===== config.mk =====
export PLATFORM = sky130hd
export DESIGN_NAME = t5_dwb_bridge
export DESIGN_NICKNAME = d
export VERILOG_FILES = /design/src/rtl/t5_dwb_bridge_pkg.sv /design/src/rtl/t5_dwb_tmr.sv /design/src/rtl/t5_dwb_bridge.sv
export SDC_FILE = /design/constraint.sdc
export NUM_CORES = 1
export LEC_CHECK = 0
export CORE_ASPECT_RATIO = 1.4
export CORE_MARGIN = 5
export CORE_UTILIZATION = 42
export CTS_CLUSTER_DIAMETER = 150
export DETAILED_ROUTE_END_ITERATION = 8
export GPL_TIMING_DRIVEN = 0
export PLACE_DENSITY = 0.81
export SYNTH_ARGS = -nofsm -noshare
export SYNTH_HDL_FRONTEND = slang
export SYNTH_SLANG_ARGS = --single-unit

===== constraint.sdc =====
create_clock -name sys_clk -period 1.8 [get_ports sys_clk]
set_input_delay 0.18 -clock sys_clk [delete_from_list [all_inputs] [get_ports sys_clk]]
set_output_delay 0.18 -clock sys_clk [all_outputs]
set_load 0.02 [all_outputs]

===== src/rtl/t5_dwb_bridge_pkg.sv =====
// ============================================================================
// Module  : t5_dwb_bridge_pkg
// Brief   : Shared state encodings and defaults for the dwb-to-Wishbone bridge.
// Rev     : 1.0
// ============================================================================
`default_nettype none

package t5_dwb_bridge_pkg;

    typedef enum logic [1:0] {
        ST_IDLE = 2'd0,
        ST_BUSY = 2'd1,
        ST_DONE = 2'd2
    } state_t;

    localparam logic [31:0] C_ERRDAT_DEFAULT = 32'h0000_0000;

    // A 1-bit counter is the floor so TIMEOUT=2 still yields a legal vector.
    function automatic int tmr_width(input int timeout);
        return (timeout <= 2) ? 1 : $clog2(timeout);
    endfunction

endpackage

`default_nettype wire


===== src/rtl/t5_dwb_tmr.sv =====
// ============================================================================
// Module  : t5_dwb_tmr
// Brief   : Bus-cycle watchdog counter; o_expire marks the last allowed cycle.
// Rev     : 1.0
// ============================================================================
`default_nettype none

module t5_dwb_tmr
    import t5_dwb_bridge_pkg::*;
#(
    parameter int TIMEOUT = 64
) (
    input  logic clk,
    input  logic rst,
    input  logic i_clr,
    input  logic i_en,
    output logic o_expire
);

    localparam int            CW     = tmr_width(TIMEOUT);
    localparam logic [CW-1:0] C_LAST = CW'(TIMEOUT - 1);

    logic [CW-1:0] r_cnt;

    always_ff @(posedge clk) begin
        if (rst || i_clr) begin
            r_cnt <= '0;
        end else if (i_en) begin
            r_cnt <= r_cnt + 1'b1;
        end
    end

    assign o_expire = (r_cnt == C_LAST);

endmodule

`default_nettype wire


===== src/rtl/t5_dwb_bridge.sv =====
// ============================================================================
// Module  : t5_dwb_bridge
// Brief   : Registered CPU data port to Wishbone-classic bridge with timeout
//           and sticky bus-error capture.
// Rev     : 1.0
// ============================================================================
`default_nettype none

module t5_dwb_bridge
    import t5_dwb_bridge_pkg::*;
#(
    parameter int                XLEN    = 32,
    parameter int                TIMEOUT = 64,
    parameter logic [XLEN-1:0]   ERRDAT  = XLEN'(C_ERRDAT_DEFAULT)
) (
    input  logic            sys_clk,
    input  logic            sys_rst,
    input  logic [XLEN-3:0] dwb_adr,
    input  logic [XLEN-1:0] dwb_dto,
    input  logic [3:0]      dwb_sel,
    input  logic            dwb_stb,
    input  logic            dwb_wre,
    output logic [XLEN-1:0] dwb_dti,
    output logic            dwb_ack,
    output logic            wb_cyc_o,
    output logic            wb_stb_o,
    output logic            wb_we_o,
    output logic [XLEN-3:0] wb_adr_o,
    output logic [3:0]      wb_sel_o,
    output logic [XLEN-1:0] wb_dat_o,
    input  logic [XLEN-1:0] wb_dat_i,
    input  logic            wb_ack_i,
    input  logic            wb_err_i,
    output logic            berr,
    output logic [XLEN-3:0] berr_adr,
    input  logic            berr_clr
);

    state_t r_state;
    state_t w_next;
    logic   w_busy;
    logic   w_expire;
    logic   w_finish;
    logic   w_fault;

    assign w_busy   = (r_state == ST_BUSY);
    assign w_finish = w_busy && (wb_ack_i || wb_err_i || w_expire);
    assign w_fault  = w_busy && !wb_ack_i && (wb_err_i || w_expire);

    t5_dwb_tmr #(
        .TIMEOUT (TIMEOUT)
    ) u_tmr (
        .clk      (sys_clk),
        .rst      (sys_rst),
        .i_clr    (r_state == ST_IDLE),
        .i_en     (w_busy),
        .o_expire (w_expire)
    );

    always_ff @(posedge sys_clk) begin
        if (sys_rst) begin
            r_state <= ST_IDLE;
        end else begin
            r_state <= w_next;
        end
    end

    always_comb begin
        w_next = r_state;
        case (r_state)
            ST_IDLE: if (dwb_stb) w_next = ST_BUSY;
            ST_BUSY: if (w_finish) w_next = ST_DONE;
            ST_DONE: w_next = ST_IDLE;
            default: w_next = ST_IDLE;
        endcase
    end

    // Handshake outputs are pure state decodes so they drop on reset at once.
    assign wb_cyc_o = w_busy;
    assign wb_stb_o = w_busy;
    assign dwb_ack  = (r_state == ST_DONE);

    always_ff @(posedge sys_clk) begin
        if (sys_rst) begin
            wb_we_o  <= 1'b0;
            wb_adr_o <= '0;
            wb_sel_o <= '0;
            wb_dat_o <= '0;
            dwb_dti  <= '0;
        end else begin
            if ((r_state == ST_IDLE) && dwb_stb) begin
                wb_we_o  <= dwb_wre;
                wb_adr_o <= dwb_adr;
                wb_sel_o <= dwb_sel;
                wb_dat_o <= dwb_dto;
            end
            if (w_finish) begin
                dwb_dti <= wb_ack_i ? wb_dat_i : ERRDAT;
            end
        end
    end

    // A new fault outranks a concurrent clear and re-arms the address capture.
    always_ff @(posedge sys_clk) begin
        if (sys_rst) begin
            berr     <= 1'b0;
            berr_adr <= '0;
        end else if (w_fault && (!berr || berr_clr)) begin
            berr     <= 1'b1;
            berr_adr <= wb_adr_o;
        end else if (berr_clr) begin
            berr     <= 1'b0;
        end
    end

endmodule

`default_nettype wire


==> reports/results.txt <==
Skew-Pair Late Insertion Delay -> 410 ps
Cts hold-fix bufs -> 0
Vias in the first global route -> 4,925
Final wirelength -> 16,600 um
Max_cap viols -> 0
Row Count -> 48
Reg2reg start -> u_tmr.r_cnt[0]
CP max FO -> 10
Clock tree buffer depth -> 2
Synth cell types -> 31
DR DRC count -> 0
Critical path cell sequence -> nand2b_4 -> buf_6 -> inv_2 -> buf_4 -> clkdlybuf4s15_1
Netlist Area Pre-Place -> 0.00527 mm2
Die Width -> 105 um
Nets -> 974
Initial DRC Count -> 160
Synth Register Bits -> 138
Wirelength per Cell -> 16.0 um
Synth area leaders -> dfxtp_1 (52%), nand2_1 (12%), a21oi_1 (9.8%)
Area Overhead vs Synth -> 60.4%
Total power -> 8.03 mW
NetSw -> 2.03 mW
Sequential share of the synthesized area -> 0.525
CP Class -> reg -> out
Post-synthesis cell count -> 614
Hold Violations, Final -> 0
Dpl hpwl -> 12,500 um
Top-count cell post-synth -> nand2_1
Total number of vias -> 4,998
Sequential power share -> 0.406
Post-synth EDFFs -> 0
Endpoint, Worst Hold -> wb_dat_o[14]
Unrepaired setup endpoints after global routing -> yes
Clk network pwr share -> 0.454
Synth area leader -> dfxtp_1
Worst Setup Start Kind -> register
Post-DP Area -> 0.00782 mm2
CTS tree -> done
Die ar. -> 0.0149 mm2
# H-tree levels -> 4
Top cells by count, synth -> nand2_1 (171), dfxtp_1 (138), a21oi_1 (103), nand2b_1 (62), o21ai_0 (31)
Initial core utilization -> 0.428
GP Congestion -> 0.863
Routed vias/inst -> 4.84
Setup TNS -> 0 ps
Hold Path Stages -> 3
Comb power frac -> 0.140
WP data required -> 1620 ps
Synthesized area per cell -> 8.58 um2
Design Area, Final -> 0.00845 mm2
Top-area cell type share of the netlist area -> 0.525
Slowest cell on the critical path -> dfxtp_1
Root Buffer -> clkbuf_16
VDD IR max -> 0.000613 V
Post-route ant nets -> 0
Initial antenna violation count -> 0
Int Pwr -> 6.00 mW
# setup viols final -> 0
Largest stage delay, worst path -> 410 ps
Post-route clock skew -> 8.80 ps
Core Region -> 0.0123 mm2
Die Y -> 142 um
Min-delay src -> dwb_dto[14]
RR Endpoint -> dwb_dti[26]
Largest net degree at the start of global routing -> 17
Arrival time worst endpoint -> 1550 ps
Final Max Tran Viols -> 0
Worst Setup End Kind -> primary output
Syn nets -> 720
Clk sinks -> 138
Sw Ratio -> 0.253
Slew margin rel. -> 0.596
Status -> completed
IO Pins -> 238
Fmax -> 0.578 GHz
Gr ovfl total -> 0
Layout cell share with drive strength beyond 1 -> 0.0715
Tightest Pin Transition -> 606 ps
Most used DFF post-synth -> dfxtp_1
Leakage Power -> 3.02 nW
Crit path time final -> 1730 ps
CTS Buf Count -> 17
Global-route wire length before repair -> 25,700 um
FF-to-FF path depth -> 6
Ys async rst share -> 0
Tcrit/Tclk final -> 0.962
Worst-path clk slew -> 60 ps
Hold Crit Class -> in -> reg
Register-to-register setup slack -> 90 ps
YS warnings -> 0
PortBufs -> 236
PwrDens -> 951 mW/mm2
Gr usage total -> 0.216
DRT Pass-1 Iters -> 4
==> cell usage in the layout, fill, tap and decap left out, types with 2 or more instances in the layout <==
| cell | n |
|---|---|
| buf_6 | 2 |
| clkbuf_16 | 17 |
| nor2_1 | 6 |
| mux2i_1 | 30 |
| dfxtp_1 | 137 |
| buf_2 | 12 |
| inv_6 | 4 |
| a21oi_1 | 103 |
| o21ai_0 | 31 |
| nand2_1 | 171 |
| bufinv_16 | 3 |
| xor2_1 | 3 |
| nand2b_1 | 62 |
| dlygate4sd2_1 | 2 |
| and2_1 | 2 |
| buf_4 | 5 |
| clkdlybuf4s50_1 | 233 |
| o21ai_1 | 2 |
| nor3_1 | 2 |
| buf_12 | 3 |
| clkinv_4 | 6 |
| clkbuf_1 | 26 |
==> power groups by stage <==
stage | clock [mW] | sequential (mW) | combinational [mW]
after floorplan | 0 | 3.47 | 0.366
after CTS | 3.73 | 3.26 | 1.14
after global placement | 0 | 3.32 | 1.12
after detailed placement | 0 | 3.33 | 1.13
final | 3.65 | 3.26 | 1.12
after global routing | 3.86 | 3.28 | 1.21
==> how the worst max path moves through the flow <==
stage                         from  slack (ps)           to  cells past startpoint
floorplan           u_tmr.r_cnt[0]         220  berr_adr[0]                      7
global placement           sys_rst        -110  dwb_dti[20]                      4
detailed placement         sys_rst        -170  dwb_dti[20]                      4
CTS                     r_state[1]         0.6     wb_stb_o                      5
global route        u_tmr.r_cnt[0]         -40  dwb_dti[14]                      6
finish                  r_state[0]          70     wb_stb_o                      5
==> area by class of cell <==
| cell class | instances | area, um2 |
|---|---|---|
| well taps | 150 | 188 |
| fillers | 1004 | 3860 |
| flip-flops and latches | 138 | 2760 |
| multi-input cells | 425 | 2220 |
| inverters | 1 | 3.75 |
| repair buffers | 236 | 2360 |
| plain buffers | 49 | 285 |
| clock buffers | 18 | 439 |
| clock inverters | 14 | 185 |
| diodes | 1 | 2.50 |
==> worst max-delay path, delay by kind of cell, from the launching register on <==
family	cells	cell delay, ps
and+or+nand+nor	1	80
buffers and inverters	4	640
DFF	1	410
==> metal layers <==
metal,share of wire,wire [um],global-route usage,vias up
li1,-,-,-,2520
met1,0.38,6290,0.235,2267
met2,0.52,8580,0.382,176
met3,0.070,1160,0.0695,35
met4,0.032,527,0.101,0
met5,0,0,0,-
==> repair_timing <==
| action | in CTS | in global routing |
|---|---|---|
| gates resized for setup | 4 | 8 |
| setup endpoints to repair | 5 | 35 |
| pin swaps | 0 | 1 |
| endpoints found under the hold margin | 0 | 0 |
| setup buffers | 0 | 0 |
==> stage by stage <==
step	util	hold slack, ps	setup slack [ps]	instances
global placement	0.635	440	-114	1000
CTS	0.685	286	0.552	1032
finish	0.686	307	69.1	1032
global route	0.686	299	-38.7	1031
detailed placement	0.635	446	-167	1000
floorplan	-	316	219	614
==> state kept, by name (all words and copies together), names as in the netlist <==
name         count
wb_dat_o        32
u_tmr.r_cnt      6
wb_sel_o         4
berr_adr        30
wb_adr_o        30
r_state          2
wb_we_o          1
berr             1
dwb_dti         32
==> kinds of logic (layout without fill, tap and decap cells) <==
kind of cell             after synthesis  count (layout)  synth area share
flip-flops                           138             138             0.525
other                                  0               1                 0
AND/OR/NAND/NOR                      252             252             0.217
buffers and inverters                 51             318            0.0537
XOR/XNOR                               4               4           0.00665
AO/OA/AOI/OAI                        138             138             0.138
adder cells (fa/ha/maj)                1               1           0.00238
multiplexers                          30              30            0.0570
No activity file was read; power rests on OpenSTA's default activity.
==> RTL change, RTL diff (same flow settings) <==
Set the parameter `XLEN` to 48 (it was 32).
--- a/src/rtl/t5_dwb_bridge.sv
+++ b/src/rtl/t5_dwb_bridge.sv
@@ -9,7 +9,7 @@
 module t5_dwb_bridge
     import t5_dwb_bridge_pkg::*;
 #(
-    parameter int                XLEN    = 32,
+    parameter int                XLEN    = 48,
     parameter int                TIMEOUT = 64,
     parameter logic [XLEN-1:0]   ERRDAT  = XLEN'(C_ERRDAT_DEFAULT)
 ) (
Interface: changed (7 resized); port bits go from 238 to 350. No check against the original RTL was run, so the function may have changed too.
==> RTL change against the original RTL <==
  * Total power increased by 33%
  * Design area increased by 44%
  * Critical path depth decreased by 4
  * Routed wire length increased by 59%
  * Worst setup slack improved by 0.011 ns
  * Fmax increased by 0.61%
  * Die area increased by 41%
  * Area after synthesis increased by 45%
  * Sequential cell count increased by 64
  * Via count increased by 48%
  * Sequential share of layout area increased by 0.51 points
  * Sequential power increased by 47%
  * Largest power group is now sequential cells
  * Highest routed layer unchanged
==> RTL change: results (changes against the original RTL) <==
The number of signal-net buffers in the layout is 425 (was 285). Run status: finished clean (unchanged). The number of optimization iterations in the first detailed-route pass is 5 (was 4). The initial antenna violation count was 1 (was 0). The placed wire-length estimate after detailed placement came out at 20.3 mm (was 12.5 mm). The cell count after synthesis came out at 891 (was 614). The multi-input combinational gate total is 617 (was 425). The worst setup path endpoint is wb_adr_o[42] (was wb_stb_o). The number of sequential cells is 202 (was 138). The count of fill cells added during filler insertion is 1,493 (was 1,004). The total placed instance area is 0.0114 sq mm (was 0.00782 sq mm). The slowest cell on the critical path was sky130_fd_sc_hd__clkdlybuf4s50_1 (was sky130_fd_sc_hd__dfxtp_1).

The met3 layer wire length in the routed design is 2.42 mm (was 1.16 mm). The count of clock-net buffers in the final layout is 32 (was 18). The worst voltage drop across the vdd grid came out at 0.000817 V (was 0.000613 V). The iteration-0 DRC count of the detailed router was 336 (was 160). The final core utilization came to 67.9% (was 68.6%).

The number of buffers between clock root and the deepest sink came out at 3 (was 2). The count of non-filler cells in the finished layout is 1,522 (was 1,032). Commonest cells post-synth: 251 x sky130_fd_sc_hd__nand2_1, 202 x sky130_fd_sc_hd__dfxtp_1, 151 x sky130_fd_sc_hd__a21oi_1 (was 171 x sky130_fd_sc_hd__nand2_1, 138 x sky130_fd_sc_hd__dfxtp_1, 103 x sky130_fd_sc_hd__a21oi_1). The net count of the mapped netlist came to 1,045 (was 720). The global-route wire length before repair came out at 39.3 mm (was 25.7 mm). The worst slack on hold paths is 0.237 ns (was 0.307 ns).

The proportion of synthesized chip area in sequential cells is 52.9% (was 52.5%). The capture instance of the worst register-to-register path is berr_adr[17] (was dwb_dti[26]). The overall global routing resource usage came out at 23.7% (was 21.6%). The placeable core region is 0.0179 sq mm (was 0.0123 sq mm).

Largest cells by area after synthesis: sky130_fd_sc_hd__dfxtp_1 53%, sky130_fd_sc_hd__nand2_1 12%, sky130_fd_sc_hd__a21oi_1 9.9% (was sky130_fd_sc_hd__dfxtp_1 52%, sky130_fd_sc_hd__nand2_1 12%, sky130_fd_sc_hd__a21oi_1 9.8%). The relative area of clock buffers and inverters in the final design is 5.48% (was 7.39%). The largest net degree at the start of global routing was 14 (was 17).

The setup clock skew after layout is 0.00684 ns (was 0.00880 ns). The non-clock buffer contribution to total cell area is 32.5% (was 31.3%). The average detailed-routed wire length per instance is 17.3 um (was 16.0 um). The endpoint of the worst hold path is wb_dat_o[7] (was wb_dat_o[14]). The insertion delay of the later-clocked pin in the worst-skew pair came out at 0.48 ns (was 0.41 ns). The depth of the worst register-to-register path came out at 7 (was 6).
[RTL change: cell count changes after synthesis, sizes merged, moves of 16 or more]
cell    delta
mux2i     +16
a21oi     +48
dfxtp     +64
o21ai     +16
nand2b    +32
nand2     +80
[RTL change: timing repair]
item                                    4_1_cts  5_1_grt
gates resized for setup                       8       11
endpoints found under the hold margin         0        0
buffers inserted                              0        7
endpoints found under the setup margin      105      128
pin swaps                                     0        2
[RTL change: logic make-up after synthesis]
group | synth area share, %
DFF | 52.9
AOI/OAI and AO/OA | 13.7
muxes | 6.02
adders and majority gates | 0.164
buffers and inverters | 5.35
xor gates and xnor gates | 0.458
and+or+nand+nor | 21.4
[RTL change: report_power, final]
| group | switching, mW | internal [mW] | total, mW |
|---|---|---|---|
| Clock | 1.69 | 2.50 | 4.19 |
| Combinational | 0.843 | 0.835 | 1.68 |
| Sequential | 0.117 | 4.66 | 4.78 |
| Total | 2.65 | 8.00 | 10.6 |
